File: src/rtl/glue_input_conditioner_if.sv
// Conditioned glue-logic input bus: raw pins and 1 MHz enable in, clean levels and strobes out.
// glitch_cnt exists only when GLUE_COND_GLITCH_CNT_EN is defined.
interface glue_input_conditioner_if #(
    parameter int N_IN = 4
);
    logic            tick_1MHz;
    logic [N_IN-1:0] in_raw;
    logic [N_IN-1:0] in_clean;
    logic [N_IN-1:0] rise;
    logic [N_IN-1:0] fall;
    logic            changed;
`ifdef GLUE_COND_GLITCH_CNT_EN
    logic [7:0]      glitch_cnt;
`endif

    modport master (
        output tick_1MHz,
        output in_raw,
        input  in_clean,
        input  rise,
        input  fall,
`ifdef GLUE_COND_GLITCH_CNT_EN
        input  glitch_cnt,
`endif
        input  changed
    );

    modport slave (
        input  tick_1MHz,
        input  in_raw,
        output in_clean,
        output rise,
        output fall,
`ifdef GLUE_COND_GLITCH_CNT_EN
        output glitch_cnt,
`endif
        output changed
    );
endinterface

File: src/rtl/glue_input_conditioner.sv
// Glue input front end: 2-FF synchroniser, per-channel tick-based debounce FSM, registered edge strobes.
// Optional saturating glitch counter enabled by GLUE_COND_GLITCH_CNT_EN.
module glue_input_conditioner #(
    parameter int N_IN      = 4,
    parameter int DEB_TICKS = 10,
    parameter int CNT_W     = 8
) (
    input logic                     clk,
    input logic                     rst,
    glue_input_conditioner_if.slave bus
);
    typedef enum logic {STABLE = 1'b0, QUAL = 1'b1} state_t;

    localparam logic [CNT_W-1:0] CNT_LAST = CNT_W'(DEB_TICKS - 1);

    logic [N_IN-1:0]  sync_p0;
    logic [N_IN-1:0]  sync_p1;
    logic [N_IN-1:0]  clean_q;
    logic [N_IN-1:0]  rise_q;
    logic [N_IN-1:0]  fall_q;
    logic             changed_q;
    state_t           state_q [N_IN];
    logic [CNT_W-1:0] cnt_q   [N_IN];
    logic [N_IN-1:0]  accept;
    logic [N_IN-1:0]  glitch;

    // A glitch is checked before the tick, so a glitch coincident with the final tick never accepts.
    always_comb begin
        accept = '0;
        glitch = '0;
        for (int i = 0; i < N_IN; i++) begin
            if (state_q[i] == QUAL) begin
                if (sync_p1[i] == clean_q[i])
                    glitch[i] = 1'b1;
                else if (bus.tick_1MHz && (cnt_q[i] == CNT_LAST))
                    accept[i] = 1'b1;
            end
        end
    end

    always_ff @(posedge clk or posedge rst) begin
        if (rst) begin
            sync_p0   <= '0;
            sync_p1   <= '0;
            clean_q   <= '0;
            rise_q    <= '0;
            fall_q    <= '0;
            changed_q <= 1'b0;
            for (int i = 0; i < N_IN; i++) begin
                state_q[i] <= STABLE;
                cnt_q[i]   <= '0;
            end
        end else begin
            // sync stage boundary: raw pin -> p0 -> p1
            sync_p0   <= bus.in_raw;
            sync_p1   <= sync_p0;
            // output stage boundary: strobes are registered alongside the new clean level
            clean_q   <= clean_q ^ accept;
            rise_q    <= accept & ~clean_q;
            fall_q    <= accept & clean_q;
            changed_q <= |accept;
            for (int i = 0; i < N_IN; i++) begin
                case (state_q[i])
                    STABLE: begin
                        cnt_q[i] <= '0;
                        if (sync_p1[i] != clean_q[i])
                            state_q[i] <= QUAL;
                    end
                    QUAL: begin
                        if (glitch[i] || accept[i]) begin
                            state_q[i] <= STABLE;
                            cnt_q[i]   <= '0;
                        end else if (bus.tick_1MHz) begin
                            cnt_q[i] <= cnt_q[i] + 1'b1;
                        end
                    end
                    default: begin
                        state_q[i] <= STABLE;
                        cnt_q[i]   <= '0;
                    end
                endcase
            end
        end
    end

    assign bus.in_clean = clean_q;
    assign bus.rise     = rise_q;
    assign bus.fall     = fall_q;
    assign bus.changed  = changed_q;

`ifdef GLUE_COND_GLITCH_CNT_EN
    logic [7:0] glitch_cnt_q;

    // Counts clocks with any glitch, not glitching channels; sticks at full scale.
    always_ff @(posedge clk or posedge rst) begin
        if (rst)
            glitch_cnt_q <= '0;
        else if ((|glitch) && (glitch_cnt_q != 8'hFF))
            glitch_cnt_q <= glitch_cnt_q + 8'd1;
    end

    assign bus.glitch_cnt = glitch_cnt_q;
`endif
endmodule

File: src/flat_wrapper.sv
// flat-port wrapper written by rule: the top's interface ports become plain ports
module glue_input_conditioner_flat 
#(
    parameter int N_IN      = 4,
    parameter int DEB_TICKS = 10,
    parameter int CNT_W     = 8
)
  (clk, rst, bus_tick_1MHz, bus_in_raw, bus_in_clean, bus_rise, bus_fall, bus_changed);
  glue_input_conditioner_if #(.N_IN(N_IN)) bus_i ();
  input logic clk;
  input logic rst;
  input wire logic [$bits(bus_i.tick_1MHz)-1:0] bus_tick_1MHz;
  input wire logic [$bits(bus_i.in_raw)-1:0] bus_in_raw;
  output wire logic [$bits(bus_i.in_clean)-1:0] bus_in_clean;
  output wire logic [$bits(bus_i.rise)-1:0] bus_rise;
  output wire logic [$bits(bus_i.fall)-1:0] bus_fall;
  output wire logic [$bits(bus_i.changed)-1:0] bus_changed;
  assign bus_i.tick_1MHz = bus_tick_1MHz;
  assign bus_i.in_raw = bus_in_raw;
  assign bus_in_clean = bus_i.in_clean;
  assign bus_rise = bus_i.rise;
  assign bus_fall = bus_i.fall;
  assign bus_changed = bus_i.changed;
  glue_input_conditioner #(.N_IN(N_IN), .DEB_TICKS(DEB_TICKS), .CNT_W(CNT_W)) u_core (.clk(clk), .rst(rst), .bus(bus_i));
endmodule
File: config.mk
export PLATFORM = sky130hd
export DESIGN_NAME = glue_input_conditioner_flat
export DESIGN_NICKNAME = d
export VERILOG_FILES = /design/src/rtl/glue_input_conditioner_if.sv /design/src/rtl/glue_input_conditioner.sv /design/src/flat_wrapper.sv
export SDC_FILE = /design/constraint.sdc
export NUM_CORES = 1
export LEC_CHECK = 0
export CORE_MARGIN = 4
export CORE_UTILIZATION = 62
export CTS_BUF_LIST = sky130_fd_sc_hd__clkbuf_4 sky130_fd_sc_hd__clkbuf_8 sky130_fd_sc_hd__clkbuf_16
export DETAILED_ROUTE_END_ITERATION = 7
export PLACE_DENSITY = 0.91
export SLEW_MARGIN = 0
export SYNTH_ARGS = -nofsm -noshare
export SYNTH_HDL_FRONTEND = slang
export SYNTH_SLANG_ARGS = --single-unit
File: constraint.sdc
create_clock -name clk -period 3.9 [get_ports clk]
set_clock_uncertainty 0.15 [all_clocks]
set_input_delay 0.39 -clock clk [delete_from_list [all_inputs] [get_ports clk]]
set_output_delay 0.39 -clock clk [all_outputs]
set_load 0.03 [all_outputs]
==> flow_metrics.tcl, run 1 <==
set metrics [dict create \
    postRouteAntennaNets 0 \
    nFillCells 275 \
    post_dp_cell_area_mm2 0.00285 \
    grt_pass1_wl_um 7790 \
    cts-hold-fix-buffers 0 \
    end_kind "flip-flop" \
    die_area_mm2 0.00530 \
    crit_type "in -> reg" \
    worstMarginPinSlew_ps 664 \
    multiInputGateArea_mm2 0.00109 \
    start_util_pct 64.6 \
    hp-start "u_core.sync_p0[0]$_DFF_PP0_" \
    required_ps 4010 \
    instances_no_fill 312 \
    ios 20 \
    swShare_pct 21.6 \
    finalCriticalPeriod_ps 2240 \
    peakVddDrop_uv 358 \
    numCtsBuffers 9 \
    yosys_warnings 0 \
    synth_top_area_share_pct 54.8 \
    r2r_slack_ps 1860 \
    synthCells 231 \
    grt_max_degree 34 \
    drc 0 \
    register_area_mm2 0.00143 \
    fin_crit_sh_pct 57.4 \
    power_frac_seq_pct 53.3 \
    row_count 23 \
    intPower_mw 0.902 \
    cts_buffer_depth 2 \
    post_cts_buffers 0 \
    combPwrFrac_pct 4.6 \
    rsz0062_at_grt "false" \
    setup_tns_ps 0 \
    clock_sinks 57 \
    cts-root-buf "clkbuf_8" \
    crit_path_max_fanout 25 \
    synth.top_cells.by_area "dfrtp_1 55%, ha_1 6.3%, xor2_1 5.1%" \
    slew_viol_final 0 \
    wl_per_cell_um 14.4 \
    grt_pass1_vias 1698 \
    status "completed" \
    pre_cts_ws_ps 1340 \
    setup_violations 0 \
    grt-ovfl-total 0 \
    coreArea_mm2 0.00403 \
    holdPathStages 0 \
    fmax_mhz 446 \
    synth_seq_area_share_pct 54.8 \
    rr_worst_depth 6 \
    die_h_um 72.8 \
    syn_nets 251 \
    cts_resized 0 \
    async_flop_share_pct 100 \
    clockPowerShare_pct 42.1 \
    diodes 0 \
    max_slew_margin_pct 55.7 \
    area_delta_synth_final_pct 16.2 \
    p_leak_nw 1.32 \
    timing.rr.start "u_core.cnt_q[1]$_DFFE_PP0P_" \
    dpl.cell_count 298 \
    detail_route.first_pass.iterations 4 \
    switchingPower_mw 0.248 \
    synth_cell_types 34 \
    path_clk_slew_ps 60 \
    clk_latency_ps 320 \
    hold_viol 0 \
    postLayoutCellArea_mm2 0.00302 \
    hp-class "reg -> reg" \
    syn_area_mm2 0.00260 \
    synth_edf_count 0 \
    cap_violations 0 \
    track_usage_pct 19.7 \
    via_per_inst 5.73 \
    cp.arrival_ps 2350 \
    yosys-top-cells-count "57 x dfrtp_1, 19 x nor2_1, 16 x inv_1" \
    port_buffers 19 \
    synthMostInstantiatedCell "dfrtp_1" \
    drtIter0Drc 133 \
    r2r_end "u_core.bus.in_clean[3]$_DFF_PP0_" \
    antenna_found_initial 0 \
    wirelength_um 4500 \
    drive_above_1_share_pct 9.54 \
    start_kind "input pin" \
    fin_total_pwr_mw 1.15 \
    place_congestion 0.824 \
    vias 1788 \
    hold_path_end "u_core.sync_p1[0]$_DFF_PP0_" \
    cts_tree "yes" \
    synth_top_cell_by_area "dfrtp_1" \
    ys_seq_elements 57 \
    powerDensity_mw_per_mm2 380 \
    fin_ws_ps 1660 \
    synth_ff_type "dfrtp_1" \
    avgSynthCellArea_um2 11.3 \
    h-tree-depth 3 \
    fin_nets 279 \
    die_width_um 72.8 \
    hpwl_um 3110 \
]
[state kept, by name (all words and copies together) (netlist names)]
| signal | flops |
|---|---|
| u_core.sync_p1 | 4 |
| u_core.state_q | 4 |
| u_core.cnt_q | 32 |
| u_core.sync_p0 | 4 |
| u_core.bus.in_clean | 4 |
| u_core.bus.changed | 1 |
| u_core.bus.fall | 4 |
| u_core.bus.rise | 4 |
[worst max path at each step]
stage	from	to	slack, ps	depth (start not counted)
finish	bus_tick_1MHz	u_core.bus.in_clean[3]$_DFF_PP0_	1660	6
global route	bus_tick_1MHz	u_core.bus.in_clean[3]$_DFF_PP0_	1550	6
CTS	bus_tick_1MHz	u_core.bus.in_clean[3]$_DFF_PP0_	1660	6
detailed placement	bus_tick_1MHz	u_core.bus.in_clean[2]$_DFF_PP0_	1340	6
global placement	bus_tick_1MHz	u_core.bus.in_clean[2]$_DFF_PP0_	1390	6
floorplan	rst	u_core.bus.changed$_DFF_PP0_	1960	1
[critical path: stages]
cell             delay (ps)
clkdlybuf4s50_1         680
buf_4                   340
nand4bb_1               250
nor4b_4                 350
ha_1                    290
inv_1                    50
[layout by cell type (no fill, tap or decap), types with 13 or more instances in the layout]
cell	synthesis	final
clkdlybuf4s50_1	0	19
dfrtp_1	57	57
ha_1	13	13
inv_1	16	15
nand2_1	14	14
nand4_1	14	14
nor2_1	19	19
xor2_1	15	15
[kinds of logic (layout without fill, tap and decap cells)]
family                   after synthesis  after routing  synth area share [%]
XOR/XNOR                              23             23                  7.74
AND/OR/NAND/NOR                       84             84                  19.3
AO/OA/AOI/OAI                         34             34                  8.75
flip-flops                            57             57                  54.8
buffers and inverters                 20             51                  3.08
adder cells (fa/ha/maj)               13             13                  6.25
[final cells by class]
type,count,share of cell area (%)
Tap cell,50,2.07
Timing Repair Buffer,21,6.79
Sequential cell,57,47.2
Multi-Input combinational cell,154,36.2
Clock buffer,14,5.75
Inverter,16,1.99
[metal layers]
layer	up-vias	wire length [µm]	share of wire (%)	global-route usage, %
li1	878	-	-	-
met1	866	2070	46	25.3
met2	37	2190	49	30.1
met3	7	154	3.4	6.89
met4	0	79	1.8	9.02
met5	-	0	0	0
[per-stage QoR]
stage               hold slack [ps]  utilization (%)
floorplan                       181                -
global placement                183             70.7
detailed placement              187             70.7
CTS                             199             75.0
global route                    202             75.0
finish                          198             75.0
[power by group through the flow]
stage                     combinational, mW  sequential [mW]  clock [mW]
after detailed placement             0.0542            0.623           0
after global routing                 0.0610            0.614       0.524
after CTS                            0.0546            0.613       0.491
final                                0.0533            0.613       0.484
after global placement               0.0528            0.622           0
after floorplan                      0.0386            0.620           0
No activity file was read; power rests on OpenSTA's default activity.
==> run 2: changes to the inputs <==
--- a/config.mk
+++ b/config.mk
@@ -6,10 +6,10 @@
 export NUM_CORES = 1
 export LEC_CHECK = 0
 export CORE_MARGIN = 4
-export CORE_UTILIZATION = 62
+export CORE_UTILIZATION = 52
 export CTS_BUF_LIST = sky130_fd_sc_hd__clkbuf_4 sky130_fd_sc_hd__clkbuf_8 sky130_fd_sc_hd__clkbuf_16
 export DETAILED_ROUTE_END_ITERATION = 7
-export PLACE_DENSITY = 0.91
+export PLACE_DENSITY = 0.82
 export SLEW_MARGIN = 0
 export SYNTH_ARGS = -nofsm -noshare
 export SYNTH_HDL_FRONTEND = slang
==> constraint.sdc (replaced) <==
create_clock -name clk -period 2 [get_ports clk]
set_clock_uncertainty 0.15 [all_clocks]
set_input_delay 0.2 -clock clk [delete_from_list [all_inputs] [get_ports clk]]
set_output_delay 0.2 -clock clk [all_outputs]
set_load 0.03 [all_outputs]
==> flow_metrics.tcl, run 2 (synthesis gave the netlist of run 1 again) <==
set metrics [dict create \
    holdWs_ps 88.2 \
    die_width_um 78.7 \
    via_per_inst 5.35 \
    die_area_mm2 0.00620 \
    cts_tree "yes" \
    cts-hold-fix-buffers 0 \
    wl_per_cell_um 13.4 \
    fin_total_pwr_mw 2.33 \
    rsz0062_at_grt "false" \
    hp-class "in -> async" \
    fin_nets 289 \
    cp_slowest_stage_delay_ps 480 \
    hpwl_um 3200 \
    diodes 0 \
    max_slew_margin_pct 72.2 \
    finalCriticalPeriod_ps 1880 \
    register_area_mm2 0.00143 \
    grt_pass1_wl_um 7910 \
    drtIter0Drc 120 \
    die_h_um 78.7 \
    start_util_pct 54.4 \
    multiInputGateArea_mm2 0.00109 \
    drc 0 \
    track_usage_pct 16.7 \
    mostFrequentLayoutCells "57 x dfrtp_1, 19 x nor2_1, 19 x clkdlybuf4s50_1" \
    cap_violations 0 \
    cts_buffer_depth 2 \
    detail_route.first_pass.iterations 4 \
    rr_worst_depth 6 \
    status "completed" \
    slew_viol_final 0 \
    required_ps 2120 \
    row_count 25 \
    h-tree-depth 3 \
    timing.rr.start "u_core.cnt_q[1]$_DFFE_PP0P_" \
    final_core_util_pct 65.9 \
    post_cts_buffers 0 \
    cts_resized 0 \
    powerDensity_mw_per_mm2 739 \
    clk_latency_ps 330 \
    clock_sinks 57 \
    cp.arrival_ps 2000 \
    port_buffers 19 \
    p_leak_nw 1.39 \
    crit_chain "inv_1, ha_1, or4b_4, nor4b_4, ha_1, inv_1" \
    regMostFlops "u_core.cnt_q" \
    largest_register_ffs 32 \
    grt_max_degree 58 \
    peakVddDrop_uv 540 \
    crit_path_max_fanout 2 \
    r2r_end "u_core.bus.in_clean[3]$_DFF_PP0_" \
    fin_crit_sh_pct 93.9 \
    path_clk_slew_ps 60 \
    vias 1823 \
    worstMarginPinSlew_ps 414 \
    cts-root-buf "clkbuf_8" \
    crit_type "reg -> reg" \
    postRouteAntennaNets 0 \
    antenna_found_initial 0 \
    final_common_cell "dfrtp_1" \
    setup_violations 0 \
    coreArea_mm2 0.00479 \
    ios 20 \
    numCtsBuffers 9 \
    start_kind "flip-flop" \
    critical_path.slowest_cell "or4b_4" \
    end_kind "flip-flop" \
    place_congestion 0.803 \
    wirelength_um 4560 \
    fmax_mhz 532 \
    drive_above_1_share_pct 13.5 \
    area_delta_synth_final_pct 21.3 \
    grt_pass1_vias 1749 \
    hold_viol 0 \
    nFillCells 361 \
    grt-ovfl-total 0 \
    r2r_slack_ps 120 \
]
-- run 2: cell count changes in the layout (fill, tap and decap cells not counted) --
cell / change
buf_4: +9
clkinv_2: +2
buf_12: +1
clkbuf_4: -2
clkbuf_8: +2
-- run 2: layout make-up --
type	count	area share, %
timing repair buffer	31	9.28
tap	67	2.66
sequential	57	45.2
inverter	16	1.90
clock inverter	2	0.317
clock buffer	14	5.91
multi-input combinational	154	34.7
-- run 2: worst max-delay path by stage --
stage / from / endpoint / slack, ps / depth (start not counted)
after CTS: u_core.cnt_q[1]$_DFFE_PP0P_ / u_core.bus.in_clean[3]$_DFF_PP0_ / 120 / 6
after floorplan: u_core.cnt_q[1]$_DFFE_PP0P_ / u_core.bus.in_clean[3]$_DFF_PP0_ / 90 / 6
after global placement: bus_tick_1MHz / u_core.cnt_q[25]$_DFFE_PP0P_ / 70 / 5
after detailed placement: bus_tick_1MHz / u_core.cnt_q[25]$_DFFE_PP0P_ / -60 / 5
after global routing: u_core.cnt_q[25]$_DFFE_PP0P_ / u_core.cnt_q[25]$_DFFE_PP0P_ / 60 / 5
final: u_core.cnt_q[1]$_DFFE_PP0P_ / u_core.bus.in_clean[3]$_DFF_PP0_ / 120 / 6
-- run 2: per-stage QoR --
| step | std cells | cell area, µm² | setup TNS [ps] | worst slack (ps) |
|---|---|---|---|---|
| global route | 341 | 3150 | 0 | 55.3 |
| finish | 341 | 3150 | 0 | 121 |
| CTS | 341 | 3150 | 0 | 116 |
| detailed placement | 325 | 2960 | -61.0 | -61.0 |
| floorplan | 231 | 2600 | 0 | 87.6 |
| global placement | 325 | 2960 | 0 | 74.6 |
-- run 2: worst max-delay path: cells and delay by family, from the launching register on --
family | cells | cell delay, ps
fa+ha+maj | 2 | 400
flops | 1 | 370
buf+inv | 2 | 100
simple gates | 2 | 780
-- run 2: report_power, final --
part | switching [mW] | internal (mW) | total, mW | leakage [nW]
registers | 0.0180 | 1.17 | 1.19 | 0.744
clock network | 0.425 | 0.595 | 1.02 | 0.106
logic | 0.0702 | 0.0510 | 0.121 | 0.536
total | 0.513 | 1.82 | 2.33 | 1.39
-- run 2: metal layers --
metal	track usage, %	up-vias	wire length (µm)
li1	-	899	-
met1	21.8	874	2130
met2	24.8	37	2130
met3	5.33	13	196
met4	9.27	0	112
met5	0	-	0
==> run 3: changes to the inputs <==
--- a/config.mk
+++ b/config.mk
@@ -10,7 +10,6 @@
 export CTS_BUF_LIST = sky130_fd_sc_hd__clkbuf_4 sky130_fd_sc_hd__clkbuf_8 sky130_fd_sc_hd__clkbuf_16
 export DETAILED_ROUTE_END_ITERATION = 7
 export PLACE_DENSITY = 0.82
-export SLEW_MARGIN = 0
 export SYNTH_ARGS = -nofsm -noshare
 export SYNTH_HDL_FRONTEND = slang
 export SYNTH_SLANG_ARGS = --single-unit
==> results of run 3 <==
No change in the layout: final DEF, timing and power equal those of run 2.
